**src/rtl/jtag_seq_master_if.sv**
```systemverilog
// Command/response handshake bundle for jtag_seq_master.
// The slave modport is the sequencer side; master is the command issuer.
interface jtag_seq_master_if;
    logic        cmd_valid;
    logic        cmd_ready;
    logic [1:0]  cmd_type;
    logic [3:0]  cmd_len;
    logic [15:0] cmd_data;
    logic        rsp_valid;
    logic        rsp_ready;
    logic [15:0] rsp_data;

    modport master (output cmd_valid, cmd_type, cmd_len, cmd_data, rsp_ready,
                    input  cmd_ready, rsp_valid, rsp_data);
    modport slave  (input  cmd_valid, cmd_type, cmd_len, cmd_data, rsp_ready,
                    output cmd_ready, rsp_valid, rsp_data);
endinterface

```
**src/rtl/jtag_seq_master.sv**
```systemverilog
// JTAG TAP sequencer: runs DR/IR scans of 1..16 bits from a command and returns captured TDO.
// Optional macro JTAG_SEQ_RESET_CMD_EN turns cmd_type=1x into a TAP reset sequence (else a NOP).
module jtag_seq_master (
    input  logic             TCK,
    input  logic             TRST_b,
    jtag_seq_master_if.slave bus,
    output logic             TMS,
    output logic             TDI,
    input  logic             TDO,
    output logic             busy
);
    typedef enum logic [3:0] {
        INIT, IDLE, SEL_DR, SEL_IR, CAPTURE, SHIFT, EXIT1, UPDATE, RSP
`ifdef JTAG_SEQ_RESET_CMD_EN
        , RST_SEQ
`endif
    } state_e;

    state_e      state_q, state_d;
    logic [3:0]  cnt_q, cnt_d;
    logic        ir_q, ir_d;
    logic [3:0]  len_q, len_d;
    logic [15:0] data_q, data_d;
    logic [15:0] rsp_data_q, rsp_data_d;
    logic        rsp_valid_q, rsp_valid_d;
    logic        cmd_ready_q, cmd_ready_d;
    logic        tms_q, tms_d;
    logic        tdi_q, tdi_d;
    logic        busy_q, busy_d;

    always_comb begin
        state_d    = state_q;
        cnt_d      = cnt_q;
        ir_d       = ir_q;
        len_d      = len_q;
        data_d     = data_q;
        rsp_data_d = rsp_data_q;

        case (state_q)
            INIT: begin
                if (cnt_q == 4'd5) begin
                    state_d = IDLE;
                    cnt_d   = '0;
                end else begin
                    cnt_d = cnt_q + 4'd1;
                end
            end
            IDLE: begin
                if (bus.cmd_valid && cmd_ready_q) begin
                    ir_d       = bus.cmd_type[0];
                    len_d      = bus.cmd_len;
                    data_d     = bus.cmd_data;
                    rsp_data_d = '0;
                    cnt_d      = '0;
                    if (bus.cmd_type[1]) begin
`ifdef JTAG_SEQ_RESET_CMD_EN
                        state_d = RST_SEQ;
`else
                        state_d = RSP;
`endif
                    end else begin
                        state_d = SEL_DR;
                    end
                end
            end
            SEL_DR:  state_d = ir_q ? SEL_IR : CAPTURE;
            SEL_IR:  state_d = CAPTURE;
            // Two TMS=0 cycles: target moves SELECT->CAPTURE->SHIFT
            CAPTURE: begin
                if (cnt_q == 4'd1) begin
                    state_d = SHIFT;
                    cnt_d   = '0;
                end else begin
                    cnt_d = cnt_q + 4'd1;
                end
            end
            SHIFT: begin
                rsp_data_d[cnt_q] = TDO;
                if (cnt_q == len_q) begin
                    state_d = EXIT1;
                    cnt_d   = '0;
                end else begin
                    cnt_d = cnt_q + 4'd1;
                end
            end
            EXIT1:   state_d = UPDATE;
            UPDATE:  state_d = RSP;
            RSP: begin
                if (rsp_valid_q && bus.rsp_ready) state_d = IDLE;
            end
`ifdef JTAG_SEQ_RESET_CMD_EN
            RST_SEQ: begin
                if (cnt_q == 4'd5) begin
                    state_d = RSP;
                    cnt_d   = '0;
                end else begin
                    cnt_d = cnt_q + 4'd1;
                end
            end
`endif
            default: begin
                state_d = INIT;
                cnt_d   = '0;
            end
        endcase

        // Pin outputs are derived from the next state so they register with it
        tms_d = 1'b0;
        tdi_d = 1'b0;
        case (state_d)
            INIT:                 tms_d = (cnt_d < 4'd5);
`ifdef JTAG_SEQ_RESET_CMD_EN
            RST_SEQ:              tms_d = (cnt_d < 4'd5);
`endif
            SEL_DR, SEL_IR, EXIT1: tms_d = 1'b1;
            SHIFT: begin
                tms_d = (cnt_d == len_d);
                tdi_d = data_d[cnt_d];
            end
            default: ;
        endcase
        busy_d      = (state_d != IDLE);
        rsp_valid_d = (state_d == RSP);
        cmd_ready_d = (state_d == IDLE) && !rsp_valid_d;
    end

    always_ff @(posedge TCK) begin
        if (!TRST_b) begin
            state_q     <= INIT;
            cnt_q       <= '0;
            ir_q        <= 1'b0;
            len_q       <= '0;
            data_q      <= '0;
            rsp_data_q  <= '0;
            rsp_valid_q <= 1'b0;
            cmd_ready_q <= 1'b0;
            tms_q       <= 1'b1;
            tdi_q       <= 1'b0;
            busy_q      <= 1'b1;
        end else begin
            state_q     <= state_d;
            cnt_q       <= cnt_d;
            ir_q        <= ir_d;
            len_q       <= len_d;
            data_q      <= data_d;
            rsp_data_q  <= rsp_data_d;
            rsp_valid_q <= rsp_valid_d;
            cmd_ready_q <= cmd_ready_d;
            tms_q       <= tms_d;
            tdi_q       <= tdi_d;
            busy_q      <= busy_d;
        end
    end

    assign bus.cmd_ready = cmd_ready_q;
    assign bus.rsp_valid = rsp_valid_q;
    assign bus.rsp_data  = rsp_data_q;
    assign TMS           = tms_q;
    assign TDI           = tdi_q;
    assign busy          = busy_q;
endmodule

```
**src/flat_wrapper.sv**
```systemverilog
// flat-port wrapper written by rule: the top's interface ports become plain ports
module jtag_seq_master_flat 
  (TCK, TRST_b, TMS, TDI, TDO, busy, bus_cmd_valid, bus_cmd_type, bus_cmd_len, bus_cmd_data, bus_rsp_ready, bus_cmd_ready, bus_rsp_valid, bus_rsp_data);
  jtag_seq_master_if bus_i ();
  input  logic TCK;
  input  logic TRST_b;
  output logic TMS;
  output logic TDI;
  input  logic TDO;
  output logic busy;
  input wire logic [$bits(bus_i.cmd_valid)-1:0] bus_cmd_valid;
  input wire logic [$bits(bus_i.cmd_type)-1:0] bus_cmd_type;
  input wire logic [$bits(bus_i.cmd_len)-1:0] bus_cmd_len;
  input wire logic [$bits(bus_i.cmd_data)-1:0] bus_cmd_data;
  input wire logic [$bits(bus_i.rsp_ready)-1:0] bus_rsp_ready;
  output wire logic [$bits(bus_i.cmd_ready)-1:0] bus_cmd_ready;
  output wire logic [$bits(bus_i.rsp_valid)-1:0] bus_rsp_valid;
  output wire logic [$bits(bus_i.rsp_data)-1:0] bus_rsp_data;
  assign bus_i.cmd_valid = bus_cmd_valid;
  assign bus_i.cmd_type = bus_cmd_type;
  assign bus_i.cmd_len = bus_cmd_len;
  assign bus_i.cmd_data = bus_cmd_data;
  assign bus_i.rsp_ready = bus_rsp_ready;
  assign bus_cmd_ready = bus_i.cmd_ready;
  assign bus_rsp_valid = bus_i.rsp_valid;
  assign bus_rsp_data = bus_i.rsp_data;
  jtag_seq_master u_core (.TCK(TCK), .TRST_b(TRST_b), .bus(bus_i), .TMS(TMS), .TDI(TDI), .TDO(TDO), .busy(busy));
endmodule
```
**config.mk**
```make
export PLATFORM = sky130hd
export DESIGN_NAME = jtag_seq_master_flat
export DESIGN_NICKNAME = d
export VERILOG_FILES = /design/src/rtl/jtag_seq_master_if.sv /design/src/rtl/jtag_seq_master.sv /design/src/flat_wrapper.sv
export SDC_FILE = /design/constraint.sdc
export NUM_CORES = 1
export LEC_CHECK = 0
export CORE_UTILIZATION = 52
export DETAILED_ROUTE_END_ITERATION = 10
export PLACE_DENSITY = 0.88
export RECOVER_POWER = 100
export SYNTH_ARGS = -nofsm -noshare
export SYNTH_HDL_FRONTEND = slang
export SYNTH_SLANG_ARGS = --single-unit
export TNS_END_PERCENT = 10
```
**constraint.sdc**
```tcl
create_clock -name TCK -period 3.1 [get_ports TCK]
set_clock_uncertainty 0.2 [all_clocks]
set_input_delay 0.31 -clock TCK [delete_from_list [all_inputs] [get_ports TCK]]
set_output_delay 0.31 -clock TCK [all_outputs]
set_load 0.05 [all_outputs]
```
==> flow_metrics.py, run 1 <==
metrics = {
    "die": {
        "die_width_um": 72.9,
        "placementRows": 25,
        "chipHeight_um": 72.9,
        "design.die.area_sq_mm": 0.00532,
        "coreArea_sq_mm": 0.00479,
        "initial_core_util_pct": 54.6,
        "ioPinCount": 48,
    },
    "worst_setup_path": {
        "max_stage_delay_ns": 0.61,
        "reg2reg_slack_ns": 0.34,
        "crit_path_max_fanout": 12,
        "critPathTopFamily": "compound AO/OA/AOI/OAI gates",
        "endpoint_kind": "flip-flop",
        "worstPathArrival_ns": 2.79,
        "worstPathCellList": "nand4bb_1 > a41oi_1 > nor2_2 > mux2_4 > mux2i_1 > a211oi_1 > nor3_1 > a211oi_1",
        "critPathLaunchType": "flip-flop",
        "critPathKind": "reg2reg",
        "reg2reg_from": "u_core.state_q[0]",
        "crit_buf_inv": 0,
        "critical_path_required_ns": 3.13,
        "reg2reg_depth": 8,
        "timing.rr.end": "u_core.TDI",
        "crit_start": "u_core.state_q[0]",
        "cpMaxStageDelayCell": "dfxtp_1",
        "path_common_cell": "a211oi_1",
    },
    "timing": {
        "max_freq_mhz": 362,
        "fin_crit_ns": 2.76,
        "slew_headroom_pct": 28.6,
        "setup_viol": 0,
        "timing.final.crit_share_pct": 89.1,
        "drv_slew": 0,
        "hold_violations": 0,
        "rsz0062_at_grt": "no",
        "fin_ws_ns": 0.339,
        "fin_setup_tns_ns": 0,
        "tightest_slew_ns": 1.06,
    },
    "power": {
        "powerDensity_mw_per_mm2": 418,
        "report.power.total_w": 0.00134,
        "vdd_drop_max_mv": 0.241,
        "p_leak_nw": 1.17,
    },
    "final_layout": {
        "utilization_pct": 66.8,
        "nets": 407,
        "final_cells": 444,
        "post_route_cells_drive_above_1_share_pct": 5.57,
        "antenna_cells": 0,
        "area_delta_synth_final_pct": 22.3,
    },
    "clock_network": {
        "cts_resized": 0,
        "path_clk_slew_ns": 0.09,
        "postCtsSetupRepairBufs": 0,
        "cts_buffer_depth": 2,
        "htree_levels": 2,
        "cts_tree": "yes",
        "hold_buffers": 0,
        "clkLatencyLatePin_ns": 0.30,
        "clock-root-buffer": "clkbuf_8",
        "cts_sinks": 50,
        "cts-buffers-inserted": 5,
    },
    "synthesis": {
        "synth_xor_area_share_pct": 3.01,
        "synth_area_sq_mm": 0.00262,
        "synth_largest_area_cell": "dfxtp_1",
        "synth_top_family_by_area": "simple AND/OR/NAND/NOR gates",
        "yosysTopAreaCellShare_pct": 38.3,
        "ys_async_sr_fraction_pct": 0,
        "yosysWarnings": 0,
        "synth-seq-cells": 50,
        "synth-compound-area-share_pct": 21.1,
        "syn_avg_cell_area_sq_um": 7.71,
        "netlist-cell-type-count": 53,
        "yosys.area_share.adder_pct": 1.91,
        "synth-main-ff-cell": "dfxtp_1",
        "synth_area_leaders": "dfxtp_1 38%, a21oi_1 11%, nand2_1 8.9%",
        "syn_inst": 339,
        "seq_area_frac_synth_pct": 38.3,
        "synth_nets": 370,
        "yosys.area_share.simple_pct": 25.9,
        "synthMuxAreaShare_pct": 4.40,
        "synth_edf_count": 0,
    },
    "detailed_routing": {
        "met3_length_um": 300,
        "first_iter_violations": 222,
        "drt_wl_total_um": 5860,
        "vias": 2508,
        "wl_per_cell_um": 13.2,
        "avgViaCountPerCell": 5.65,
        "wl_met2_um": 2810,
        "top_layer": "met4",
        "drc": 0,
        "ant_nets": 0,
        "m1WireLength_um": 2650,
        "firstDrtPassIters": 5,
    },
    "global_route": {
        "grt_max_degree": 43,
        "grt_pass1_vias": 2100,
        "grt_pass1_wl_um": 9670,
        "overflow": 0,
        "antenna_found_initial": 0,
        "grt_usage_pct": 23.5,
    },
    "placement": {
        "dp_cells": 436,
        "dp_hpwl_um": 4080,
        "gp_congestion": 0.989,
        "place_ws_ns": 0.377,
        "io_buffer_count": 47,
    },
    "hold_path": {
        "hold_depth": 2,
        "min-delay-start": "u_core.data_q[15]",
        "holdPathEnd": "u_core.data_q[15]",
        "hold_path.class": "reg2reg",
    },
    "job": {
        "maxCapViolCount": 0,
    },
    "outcome": {
        "outcome": "finished, final reports clean",
    },
}
-- worst max-delay path by stage --
| stage | slack, ns | cells after the start | end |
|---|---|---|---|
| finish | 0.34 | 8 | u_core.TDI |
| global placement | 0.48 | 9 | u_core.TDI |
| detailed placement | 0.38 | 9 | u_core.TMS |
| CTS | 0.47 | 7 | u_core.TMS |
| floorplan | 0.69 | 10 | u_core.TDI |
| global route | 0.13 | 7 | u_core.TMS |
-- synth_stat cells (all sizes together) (3+ instances only) --
cell type / n
buf: 10
o22ai: 3
nand4: 6
nor2b: 6
a211oi: 4
nor3: 6
nand3: 18
ha: 4
inv: 6
a21oi: 55
and3: 5
xnor2: 6
dfxtp: 50
nor2: 21
and2: 4
xor2: 3
clkbuf: 13
mux2i: 10
o21ai: 15
nand2: 64
-- cells in the final DEF (no fill, tap or decap), types with 2 or more instances in the layout --
cell / count
o21ai_0: 15
nand3b_1: 2
nand3_1: 18
nor3_1: 6
nand2_1: 62
a21oi_1: 55
xnor2_1: 6
nor2b_1: 6
buf_4: 5
inv_1: 6
a211oi_1: 4
dlygate4sd3_1: 22
mux2i_1: 10
ha_1: 4
and2_0: 2
nand4_1: 6
xor2_1: 3
clkbuf_1: 2
clkbuf_8: 5
nand2_2: 2
a31oi_1: 2
dfxtp_1: 50
o22ai_1: 3
and2_1: 2
nor2_1: 20
and3_1: 5
clkdlybuf4s50_1: 25
-- cell families after synthesis --
family / Yosys count
buffers and inverters: 30
AOI/OAI and AO/OA: 93
DFF: 50
xor gates and xnor gates: 9
and+or+nand+nor: 142
adders and majority gates: 4
muxes: 11
-- worst register-to-register path: stages (launching register included) --
cell	delay, ns
dfxtp_1	0.61
nand4bb_1	0.20
a41oi_1	0.45
nor2_2	0.16
mux2_4	0.37
mux2i_1	0.15
a211oi_1	0.24
nor3_1	0.08
a211oi_1	0.23
-- final cells by class --
type	instances	area (sq um)
fillers	425	1590
multi-input cells	259	1470
flip-flops and latches	50	1000
repair buffers	53	512
well taps	67	83.8
clock buffers	6	72.6
clock inverters	2	37.5
inverters	7	26.3
-- registers in the layout, summed over array words and instances (netlist names) --
signal,count
u_core.data_q,16
u_core.state_q,4
u_core.busy,1
u_core.bus.rsp_data,16
u_core.bus.cmd_ready,1
u_core.ir_q,1
u_core.len_q,4
u_core.TDI,1
u_core.TMS,1
u_core.bus.rsp_valid,1
u_core.cnt_q,4
-- power by group --
part	total [W]	switching, W	internal, W
logic	0.000223	0.000127	0.0000954
registers	0.000659	0.00000904	0.000650
clock network	0.000455	0.000214	0.000241
total	0.00134	0.000350	0.000986
-- per-stage QoR --
step,instance area (sq um),hold WS (ns)
final,3200,0.256
after global routing,3200,0.283
after CTS,3210,0.260
after detailed placement,3100,0.247
after global placement,3100,0.243
after floorplan,2620,0.232
-- metal layers --
metal  GRT usage (%)  vias up
met5               0        -
met4            8.71        0
met3            4.14       11
met2            36.0       83
met1            32.9     1154
li1                -     1260
(Power assumes the default switching activity.)
==> run 2: changes to the inputs <==
--- a/config.mk
+++ b/config.mk
@@ -6,8 +6,9 @@
 export NUM_CORES = 1
 export LEC_CHECK = 0
 export CORE_UTILIZATION = 52
+export CTS_CLUSTER_SIZE = 16
 export DETAILED_ROUTE_END_ITERATION = 10
-export PLACE_DENSITY = 0.88
+export PLACE_DENSITY = 0.79
 export RECOVER_POWER = 100
 export SYNTH_ARGS = -nofsm -noshare
 export SYNTH_HDL_FRONTEND = slang
==> flow_metrics.py, run 2 (synthesized netlist as in run 1, its figures left out) <==
metrics = {
    "outcome": {
        "outcome": "finished, final reports clean",
    },
    "detailed_routing": {
        "drc": 0,
        "first_iter_violations": 173,
        "avgViaCountPerCell": 5.75,
        "wl_per_cell_um": 14.1,
        "drt_wl_total_um": 6270,
        "ant_nets": 0,
        "firstDrtPassIters": 5,
        "vias": 2559,
    },
    "hold_path": {
        "hold_path.class": "reg2reg",
    },
    "worst_setup_path": {
        "critPathKind": "reg2reg",
        "critical_path_required_ns": 3.13,
        "critPathLaunchType": "flip-flop",
        "worstPathCellList": "nand4bb_1 > a41oi_1 > nor2_2 > mux2_4 > mux2i_1 > a211oi_1 > nor3_1 > a211oi_1",
        "path_common_cell": "a211oi_1",
        "critPathTopFamily": "compound AO/OA/AOI/OAI gates",
        "max_stage_delay_ns": 0.60,
        "crit_path_max_fanout": 12,
        "worstPathArrival_ns": 2.78,
        "endpoint_kind": "flip-flop",
        "cpMaxStageDelayCell": "dfxtp_1",
        "crit_buf_inv": 0,
    },
    "clock_network": {
        "postCtsSetupRepairBufs": 0,
        "cts-buffers-inserted": 5,
        "cts_buffer_depth": 2,
        "hold_buffers": 0,
        "clock-root-buffer": "clkbuf_8",
        "path_clk_slew_ns": 0.09,
        "cts_tree": "yes",
        "clkLatencyLatePin_ns": 0.30,
        "cts_resized": 0,
        "htree_levels": 2,
        "cts_sinks": 50,
    },
    "final_layout": {
        "multi_input_area_sq_mm": 0.00146,
        "final-seq-area_sq_mm": 0.00100,
        "mostFrequentLayoutCells": "62 x nand2_1, 55 x a21oi_1, 50 x dfxtp_1, 26 x clkdlybuf4s50_1, 21 x dlygate4sd3_1",
        "final_cells": 445,
        "area_delta_synth_final_pct": 21.1,
        "n_fill_cell": 445,
        "layout_commonest_cell": "nand2_1",
        "antenna_cells": 0,
        "nets": 409,
        "post_route_cells_drive_above_1_share_pct": 5.03,
    },
    "global_route": {
        "grt_pass1_wl_um": 10300,
        "overflow": 0,
        "grt_pass1_vias": 2341,
        "grt_max_degree": 40,
        "antenna_found_initial": 0,
        "grt_usage_pct": 24.9,
    },
    "die": {
        "coreArea_sq_mm": 0.00479,
        "initial_core_util_pct": 54.6,
        "chipHeight_um": 72.9,
        "ioPinCount": 48,
        "design.die.area_sq_mm": 0.00532,
        "placementRows": 25,
        "die_width_um": 72.9,
    },
    "power": {
        "p_leak_nw": 1.15,
        "vdd_drop_max_mv": 0.271,
        "powerDensity_mw_per_mm2": 394,
    },
    "placement": {
        "dp_cells": 438,
        "dp_hpwl_um": 4390,
        "gp_congestion": 0.923,
        "io_buffer_count": 47,
    },
    "timing": {
        "fin_crit_ns": 2.76,
        "slew_headroom_pct": 41.4,
        "tightest_slew_ns": 0.872,
        "hold_violations": 0,
        "timing.final.crit_share_pct": 88.9,
        "setup_viol": 0,
        "rsz0062_at_grt": "no",
        "drv_slew": 0,
        "fin_setup_tns_ns": 0,
        "max_freq_mhz": 363,
    },
    "job": {
        "maxCapViolCount": 0,
    },
}
[run 2: cell types whose count changed in the layout (fill, tap and decap cells not counted)]
cell,before,now
dlygate4sd3_1,22,21
clkbuf_2,0,1
clkbuf_1,2,4
buf_4,5,4
nor3b_2,1,0
nor3b_1,1,2
bufinv_16,1,0
clkdlybuf4s50_1,25,26
[run 2: power breakdown]
| part | internal, W | switching, W |
|---|---|---|
| combinational | 0.0000962 | 0.000129 |
| clock | 0.000155 | 0.000206 |
| sequential | 0.000650 | 0.00000939 |
| total | 0.000901 | 0.000345 |
[run 2: tightest hold or removal path, cell delays in order, from the launching register on]
cell     delay, ns
dfxtp_1       0.32
nand2_1       0.05
a21oi_1       0.05
[run 2: area by class of cell]
class | instances | area share (%)
tap | 67 | 2.65
inverter | 7 | 0.829
sequential | 50 | 31.6
multi-input combinational | 259 | 46.1
timing repair buffer | 55 | 16.3
clock buffer | 6 | 2.29
clock inverter | 1 | 0.237
[run 2: path summary, 6_finish.rpt]
check | start | end | slack [ns] | cells after the start
setup / recovery | u_core.state_q[0] | u_core.TDI | 0.34 | 8
hold reg to reg | u_core.data_q[14] | u_core.data_q[14] | 0.26 | 2
hold / removal | u_core.data_q[14] | u_core.data_q[14] | 0.26 | 2
setup reg to reg | u_core.state_q[0] | u_core.TDI | 0.34 | 8
[run 2: stage by stage]
step                area [sq um]  total power [W]  util, %  setup WS (ns)  hold slack (ns)
floorplan                   2620         0.000821        -          0.695            0.232
global placement            3110         0.000895     65.1          0.385            0.245
detailed placement          3110         0.000897     65.1          0.325            0.248
CTS                         3190          0.00125     66.7          0.495            0.260
global route                3170          0.00130     66.2          0.173            0.287
finish                      3170          0.00125     66.2          0.345            0.256
[run 2: layer usage]
metal  vias to the layer above  part of all wire, %  global-route usage (%)
met4                         0                  1.1                    9.80
met3                         6                  5.9                    5.25
li1                       1264                    -                       -
met2                        99                   49                    41.6
met5                         -                    0                       0
met1                      1190                   44                    31.4
